<file path="src/rtl/async_fifo_rd_stream.sv">
// rtl/async_fifo_rd_stream.sv - FIFO read drain: pop credit, 2-entry skid buffer, valid/ready out
module async_fifo_rd_stream #(
    parameter int DWIDTH   = 8,
    parameter int CNTWIDTH = 16
) (
    input  logic                rclk,
    input  logic                reset_L,
    input  logic                empty,
    input  logic [DWIDTH-1:0]   rdata,
    output logic                pop,
    output logic                out_valid,
    input  logic                out_ready,
    output logic [DWIDTH-1:0]   out_data,
    output logic [CNTWIDTH-1:0] xfer_cnt
);

    // Encoding doubles as the number of buffered words.
    typedef enum logic [1:0] {
        S0 = 2'd0,
        S1 = 2'd1,
        S2 = 2'd2
    } occ_t;

    occ_t              occ;
    occ_t              occ_next;
    logic              inflight;
    logic [DWIDTH-1:0] head;
    logic [DWIDTH-1:0] tail;
    logic [DWIDTH-1:0] head_next;
    logic [DWIDTH-1:0] tail_next;
    logic              fire;
    logic [1:0]        occ_words;
    logic [2:0]        level;

    assign out_valid = (occ != S0);
    assign out_data  = head;
    assign fire      = out_valid & out_ready;

    // Committed words (buffered plus in flight) must stay within the two slots.
    assign occ_words = occ;
    assign level     = {1'b0, occ_words} + {2'b00, inflight};
    assign pop       = reset_L & ~empty & (level < (3'd2 + {2'b00, fire}));

    always_comb begin
        occ_next  = occ;
        head_next = head;
        tail_next = tail;
        case (occ)
            S0: begin
                if (inflight) begin
                    occ_next  = S1;
                    head_next = rdata;
                end
            end
            S1: begin
                case ({inflight, fire})
                    2'b11: head_next = rdata;
                    2'b10: begin
                        occ_next  = S2;
                        tail_next = rdata;
                    end
                    2'b01: occ_next = S0;
                    default: ;
                endcase
            end
            S2: begin
                if (fire) begin
                    head_next = tail;
                    if (inflight) begin
                        tail_next = rdata;
                    end else begin
                        occ_next = S1;
                    end
                end
            end
            default: occ_next = S0;
        endcase
    end

    always_ff @(posedge rclk) begin
        if (!reset_L) begin
            occ      <= S0;
            inflight <= 1'b0;
            head     <= '0;
            tail     <= '0;
            xfer_cnt <= '0;
        end else begin
            occ      <= occ_next;
            inflight <= pop;
            head     <= head_next;
            tail     <= tail_next;
            xfer_cnt <= xfer_cnt + CNTWIDTH'(fire);
        end
    end

endmodule

</file>
<file path="config.mk">
export PLATFORM = sky130hd
export DESIGN_NAME = async_fifo_rd_stream
export DESIGN_NICKNAME = d
export VERILOG_FILES = /design/src/rtl/async_fifo_rd_stream.sv
export SDC_FILE = /design/constraint.sdc
export NUM_CORES = 1
export LEC_CHECK = 0
export ABC_CLOCK_PERIOD_IN_PS = 2700
export CAP_MARGIN = 20
export CORE_MARGIN = 4
export CORE_UTILIZATION = 52
export CTS_BUF_LIST = sky130_fd_sc_hd__clkbuf_8
export DETAILED_ROUTE_END_ITERATION = 7
export PLACE_DENSITY = 0.83
export SLEW_MARGIN = 10
export SYNTH_ARGS = -nofsm -noshare
export SYNTH_HDL_FRONTEND = slang
export SYNTH_SLANG_ARGS = --single-unit
</file>
<file path="constraint.sdc">
create_clock -name rclk -period 2.7 [get_ports rclk]
set_input_delay 0.81 -clock rclk [delete_from_list [all_inputs] [get_ports rclk]]
set_output_delay 0.81 -clock rclk [all_outputs]
set_load 0.05 [all_outputs]
</file>
; ---- After elaboration in Yosys (flattened, before gate mapping)
; Cells that the tools add are included.
[classes]
add_sub_neg = 3
muxes = 12
n_bitwise = 4
n_eq_ne = 12
reduce_logical = 7
order_cmp = 1
[op_table]
columns = operator, n
row1 = $mux W8, 5
row2 = $pmux W8 S3, 1
row3 = $add A16 B1 Y16, 1
row4 = $pmux W8 S2, 1
row5 = $reduce_and A4 Y1, 3
row6 = $ne A2 B2 Y1 const B, 5
row7 = $eq A2 B2 Y1 const B, 3
row8 = $mux W2, 3
row9 = $pmux W2 S3, 1
row10 = $eq A2 B1 Y1 const B, 2
row11 = $pmux W2 S2, 1
row12 = $reduce_bool A2 Y1, 2
row13 = $add A2 B1 Y3, 1
row14 = $add A2 B1 Y3 const A, 1
row15 = $and A1 B1 Y1, 3
row16 = $lt A3 B3 Y1, 1
row17 = $ne A3 B2 Y1 const B, 1
row18 = $reduce_bool A3 Y1, 1
row19 = $logic_not A2 Y1, 1
row20 = $ne A2 B1 Y1 const B, 1
row21 = $not A1 Y1, 1
[totals]
inputBits = 12
output_inout_bits = 26
word_cells = 44
regBits = 35

; ---- Logic depth before layout (Yosys ltp)
; Gate-level depths: netlist of run 1.
[logic_depth]
ltp_word = 5
mapped_depth = 8
mapped_depth_nobuf = 7

; ---- Worst setup path before layout of run 1
; Ideal clock, no wire load.
[synth_timing]
path_kind = input to output
from = in out_ready
to = out pop
arrival_time_ns = 2.863
required_ns = 1.890
n_path_buf = 1
stages = 4
slack_ns = -0.973
cell_sequence = buf_4 -> o21ai_2 -> o21ai_0 -> nor4b_1
[synth_via]
elab_chain_cells = 4
[synth_lines]
columns = element, line_no
row1 = from (decl), 12  ; input logic out_ready,
row2 = $and A1 B1 Y1, 37  ; assign fire = out_valid & out_ready;
row3 = $add A2 B1 Y3, 42  ; assign pop = reset_L & ~empty & (level < (3'd2 + {2'b00, fire}));
row4 = $lt A3 B3 Y1, 42
row5 = $and A1 B1 Y1, 42
row6 = to (decl), 10  ; output logic pop,
; Every way passes these cells.

; ---- Final worst setup path of run 1
[layout_timing]
from = in reset_L
to = out pop
[layout_via]
elab_chain_cells = 2
[layout_lines]
columns = element, line_no
row1 = from (decl), 7  ; input logic reset_L,
row2 = $and A1 B1 Y1 (2 in series), 42
; Every way passes these cells.

==> impl_summary.txt, run 1 <==
----------------------------------------------------
[Outcome]
  Run status ... complete, no violations

[Yosys]
  Most used flip-flop cell after synthesis ... sky130_fd_sc_hd__dfxtp_1
  Synthesis warning total ... 0
  Register bit count reported by yosys ... 35
  Mapped Nets ... 184
  Number of distinct library cells after synthesis ... 37
  Post-synth design cell area ... 0.00164 mm^2
  Post-synth EDFFs ... 0
  Synth Area per Inst ... 9.68 um^2
  Mapped Cells ... 169
  Fraction of registers with async set/reset ... 0
  Sequential-to-total area share from yosys stat ... 0.428

[Global routing]
  Total track usage ... 0.182
  Maximum number of pins on one net before global-route repair ... 33
  Overflow after GRT ... 0
  Vias in the first global route ... 1286
  Wire length of the first global-routing pass ... 5930 um
  Number of antenna violations at the first check in global routing ... 0

[Worst setup path]
  Nature of the critical path endpoint ... output pin
  CP max FO ... 2
  Classification of the worst setup path ... input port to output pin
  Required @ worst endpoint ... 1.89 ns
  Critical path startpoint category ... input port
  Signal arrival time at the worst endpoint ... 1.84 ns
  Depth of the most critical reg-to-reg path ... 6

[Power]
  Power density cells ... 546 mW/mm^2
  Post-layout total power ... 0.00118 W
  Largest voltage drop on the vdd net ... 0.420 mV
  Static power due to leakage ... 0.902 nW

[Final layout]
  Multi-input gate area in the final layout ... 881 um^2
  Fill cells ... 223
  Post-synthesis to final-layout area growth ... 32.6%
  Storage element area ... 702 um^2
  Post-layout util ... 0.716
  Design area ... 0.00217 mm^2
  Antenna diodes ... 0
  Share of final-layout standard cells stronger than drive strength 1 ... 0.120
  Post-layout nets ... 224

[STA]
  Hold WS ... 0.498 ns
  Peak clock frequency supported by timing ... 0.378 GHz
  Hold violation count in the final report ... 0
  Endpoints failing setup ... 0
  Final critical delay including setup and external delays ... 2.65 ns
  Largest clock skew in the final design ... 0.00376 ns
  Post-route fraction of the period consumed by the critical path ... 0.981
  Rel. slew slack ... 0.636
  Slew @ Worst Pin ... 0.546 ns
  Unrepaired setup endpoints after global routing ... false
  Number of pins with negative max-slew slack in the final report ... 0

[Die]
  Placeable core region ... 0.00303 mm^2
  Number of top-level pins ... 38
  Initial core utilization ... 0.540
  Height of the die ... 64.1 um
  Die outline area ... 0.00411 mm^2
  Chip Width ... 64.1 um
  Standard-cell row count ... 20

[Clock tree]
  Clock buffer count from CTS ... 5
  Cell at the root of the clock tree ... sky130_fd_sc_hd__clkbuf_8
  Maximum buffer depth of the clock tree ... 2
  Quantity of hold-fixing buffers added after cts ... 0
  Clock-pin slew on the worst setup and hold paths ... 0.07 ns
  Number of levels the H-tree was split into ... 2
  Clock tree from TritonCTS ... done
  Setup Buffers After CTS ... 0
  Clock sinks ... 35
  Clock network latency to the later pin of the worst-skew pair ... 0.29 ns

[Route]
  Total wire length after detailed routing ... 3390 um
  Iteration count of the initial detailed-routing pass ... 4
  Number of nets with antenna violations after routing ... 0
  Number of violations reported at the end of detailed-routing iteration 0 ... 61
  Remaining routing DRC violations ... 0
  Routed len/inst ... 13.4 um
  Per-cell via count in the routed design ... 5.22
  Overall via count from detail_route ... 1320

[Placed design]
  Instance area at placement ... 0.00206 mm^2
  Post-DP HPWL ... 2440 um
  Final estimated routing congestion in global placement ... 0.738
  Total of buffers placed on input and output ports ... 37

[Min path]
  Min-Delay Path Depth ... 2
  Hold Path Class ... register to register

[Run]
  Count of max-cap constraint violations ... 0

----------------------------------------------------
[power by group]
group          leakage, nW  internal [W]  total [W]  switching (W)
logic                0.567     0.0000729   0.000179       0.000106
registers            0.285      0.000534   0.000549      0.0000151
clock network       0.0502      0.000270   0.000457       0.000187
total                0.902      0.000876    0.00118       0.000309
[cells in the final DEF (no fill, tap or decap), drive strengths merged]
cell type / count
inv: 4
o22a: 1
o2bb2ai: 1
nor3: 4
nand4: 2
xor2: 2
and3: 1
and2: 1
or2: 1
dfxtp: 35
clkdlybuf4s50: 35
and2b: 2
nor4: 4
nand2: 5
mux2i: 19
bufinv: 1
a31oi: 1
clkinvlp: 1
nor2: 32
nor4b: 2
clkbuf: 5
a211oi: 8
nand2b: 3
or3: 2
xnor2: 9
buf: 5
dlygate4sd2: 1
and3b: 1
nand3: 7
o21ai: 5
ha: 3
nor3b: 2
a21oi: 4
[synthesized netlist by cell type, types with 4 or more instances]
cell type	instances	area [um^2]
sky130_fd_sc_hd__nand3_1	7	35.0
sky130_fd_sc_hd__xnor2_1	9	78.8
sky130_fd_sc_hd__mux2i_1	19	190
sky130_fd_sc_hd__dfxtp_1	35	701
sky130_fd_sc_hd__a211oi_1	8	60.1
sky130_fd_sc_hd__nand2_1	5	18.8
sky130_fd_sc_hd__a21oi_1	4	20.0
sky130_fd_sc_hd__nor2_1	32	120
sky130_fd_sc_hd__inv_1	4	15.0
[metrics by stage]
stage	std cells	worst slack, ns	setup TNS [ns]
detailed placement	246	-0.139	-0.139
CTS	253	0.0468	0
global placement	246	-0.109	-0.109
global route	253	0.00842	0
floorplan	169	0.0256	0
finish	253	0.0515	0
[kinds of logic (layout without fill, tap and decap cells)]
group	count (synthesis)	count (layout)	share of synthesized area
AO/OA/AOI/OAI	20	20	0.0995
adder cells (fa/ha/maj)	3	3	0.0230
AND/OR/NAND/NOR	69	69	0.232
multiplexers	19	19	0.116
XOR/XNOR	11	11	0.0589
flip-flops	35	35	0.428
buffers and inverters	12	52	0.0421
[area by class of cell]
class | count | area share
multi-input combinational | 122 | 0.406
tap | 44 | 0.0254
clock inverter | 2 | 0.0173
sequential | 35 | 0.324
inverter | 4 | 0.00692
clock buffer | 5 | 0.0317
timing repair buffer | 41 | 0.189
[what timing repair did]
item / CTS / global route
pin swaps: 2 / 0
resized for setup: 2 / 1
setup endpoints to repair: 1 / 1
[final timing paths]
check | startpoint | to | slack (ns)
worst min-delay path | xfer_cnt[15]$_SDFF_PN0_ | xfer_cnt[15]$_SDFF_PN0_ | 0.50
worst max-delay path | reset_L | pop | 0.05
worst min register to register | xfer_cnt[15]$_SDFF_PN0_ | xfer_cnt[15]$_SDFF_PN0_ | 0.50
worst max register to register | occ[1]$_SDFFE_PN0P_ | xfer_cnt[6]$_SDFF_PN0_ | 0.90
[critical path: stages]
cell,delay [ns]
sky130_fd_sc_hd__clkdlybuf4s50_1,0.49
sky130_fd_sc_hd__inv_1,0.09
sky130_fd_sc_hd__nor4b_4,0.27
sky130_fd_sc_hd__buf_12,0.18
[state kept, by name, summed over array words and instances (netlist names)]
name,flops
tail,8
xfer_cnt,16
out_data,8
inflight,1
occ,2
[per-layer routing]
metal  global-route usage  wire (um)  vias up
met5                    0          0        -
met4               0.0566         29        0
met3               0.0562        121        5
met2                0.306       1710       22
met1                0.220       1530      626
li1                     -          -      667
No activity file was read; power rests on OpenSTA's default activity.
==> run 2, diff against run 1 <==
--- a/config.mk
+++ b/config.mk
@@ -10,6 +10,7 @@
 export CORE_MARGIN = 4
 export CORE_UTILIZATION = 52
 export CTS_BUF_LIST = sky130_fd_sc_hd__clkbuf_8
+export CTS_CLUSTER_SIZE = 10
 export DETAILED_ROUTE_END_ITERATION = 7
 export PLACE_DENSITY = 0.83
 export SLEW_MARGIN = 10
==> results of run 2 <==
No change in the layout: final DEF, timing and power equal those of run 1.
==> run 3, diff against run 2 <==
--- a/config.mk
+++ b/config.mk
@@ -13,7 +13,7 @@
 export CTS_CLUSTER_SIZE = 10
 export DETAILED_ROUTE_END_ITERATION = 7
 export PLACE_DENSITY = 0.83
-export SLEW_MARGIN = 10
+export SLEW_MARGIN = 20
 export SYNTH_ARGS = -nofsm -noshare
 export SYNTH_HDL_FRONTEND = slang
 export SYNTH_SLANG_ARGS = --single-unit
==> results of run 3 <==
No change in the layout: final DEF, timing and power equal those of run 1.
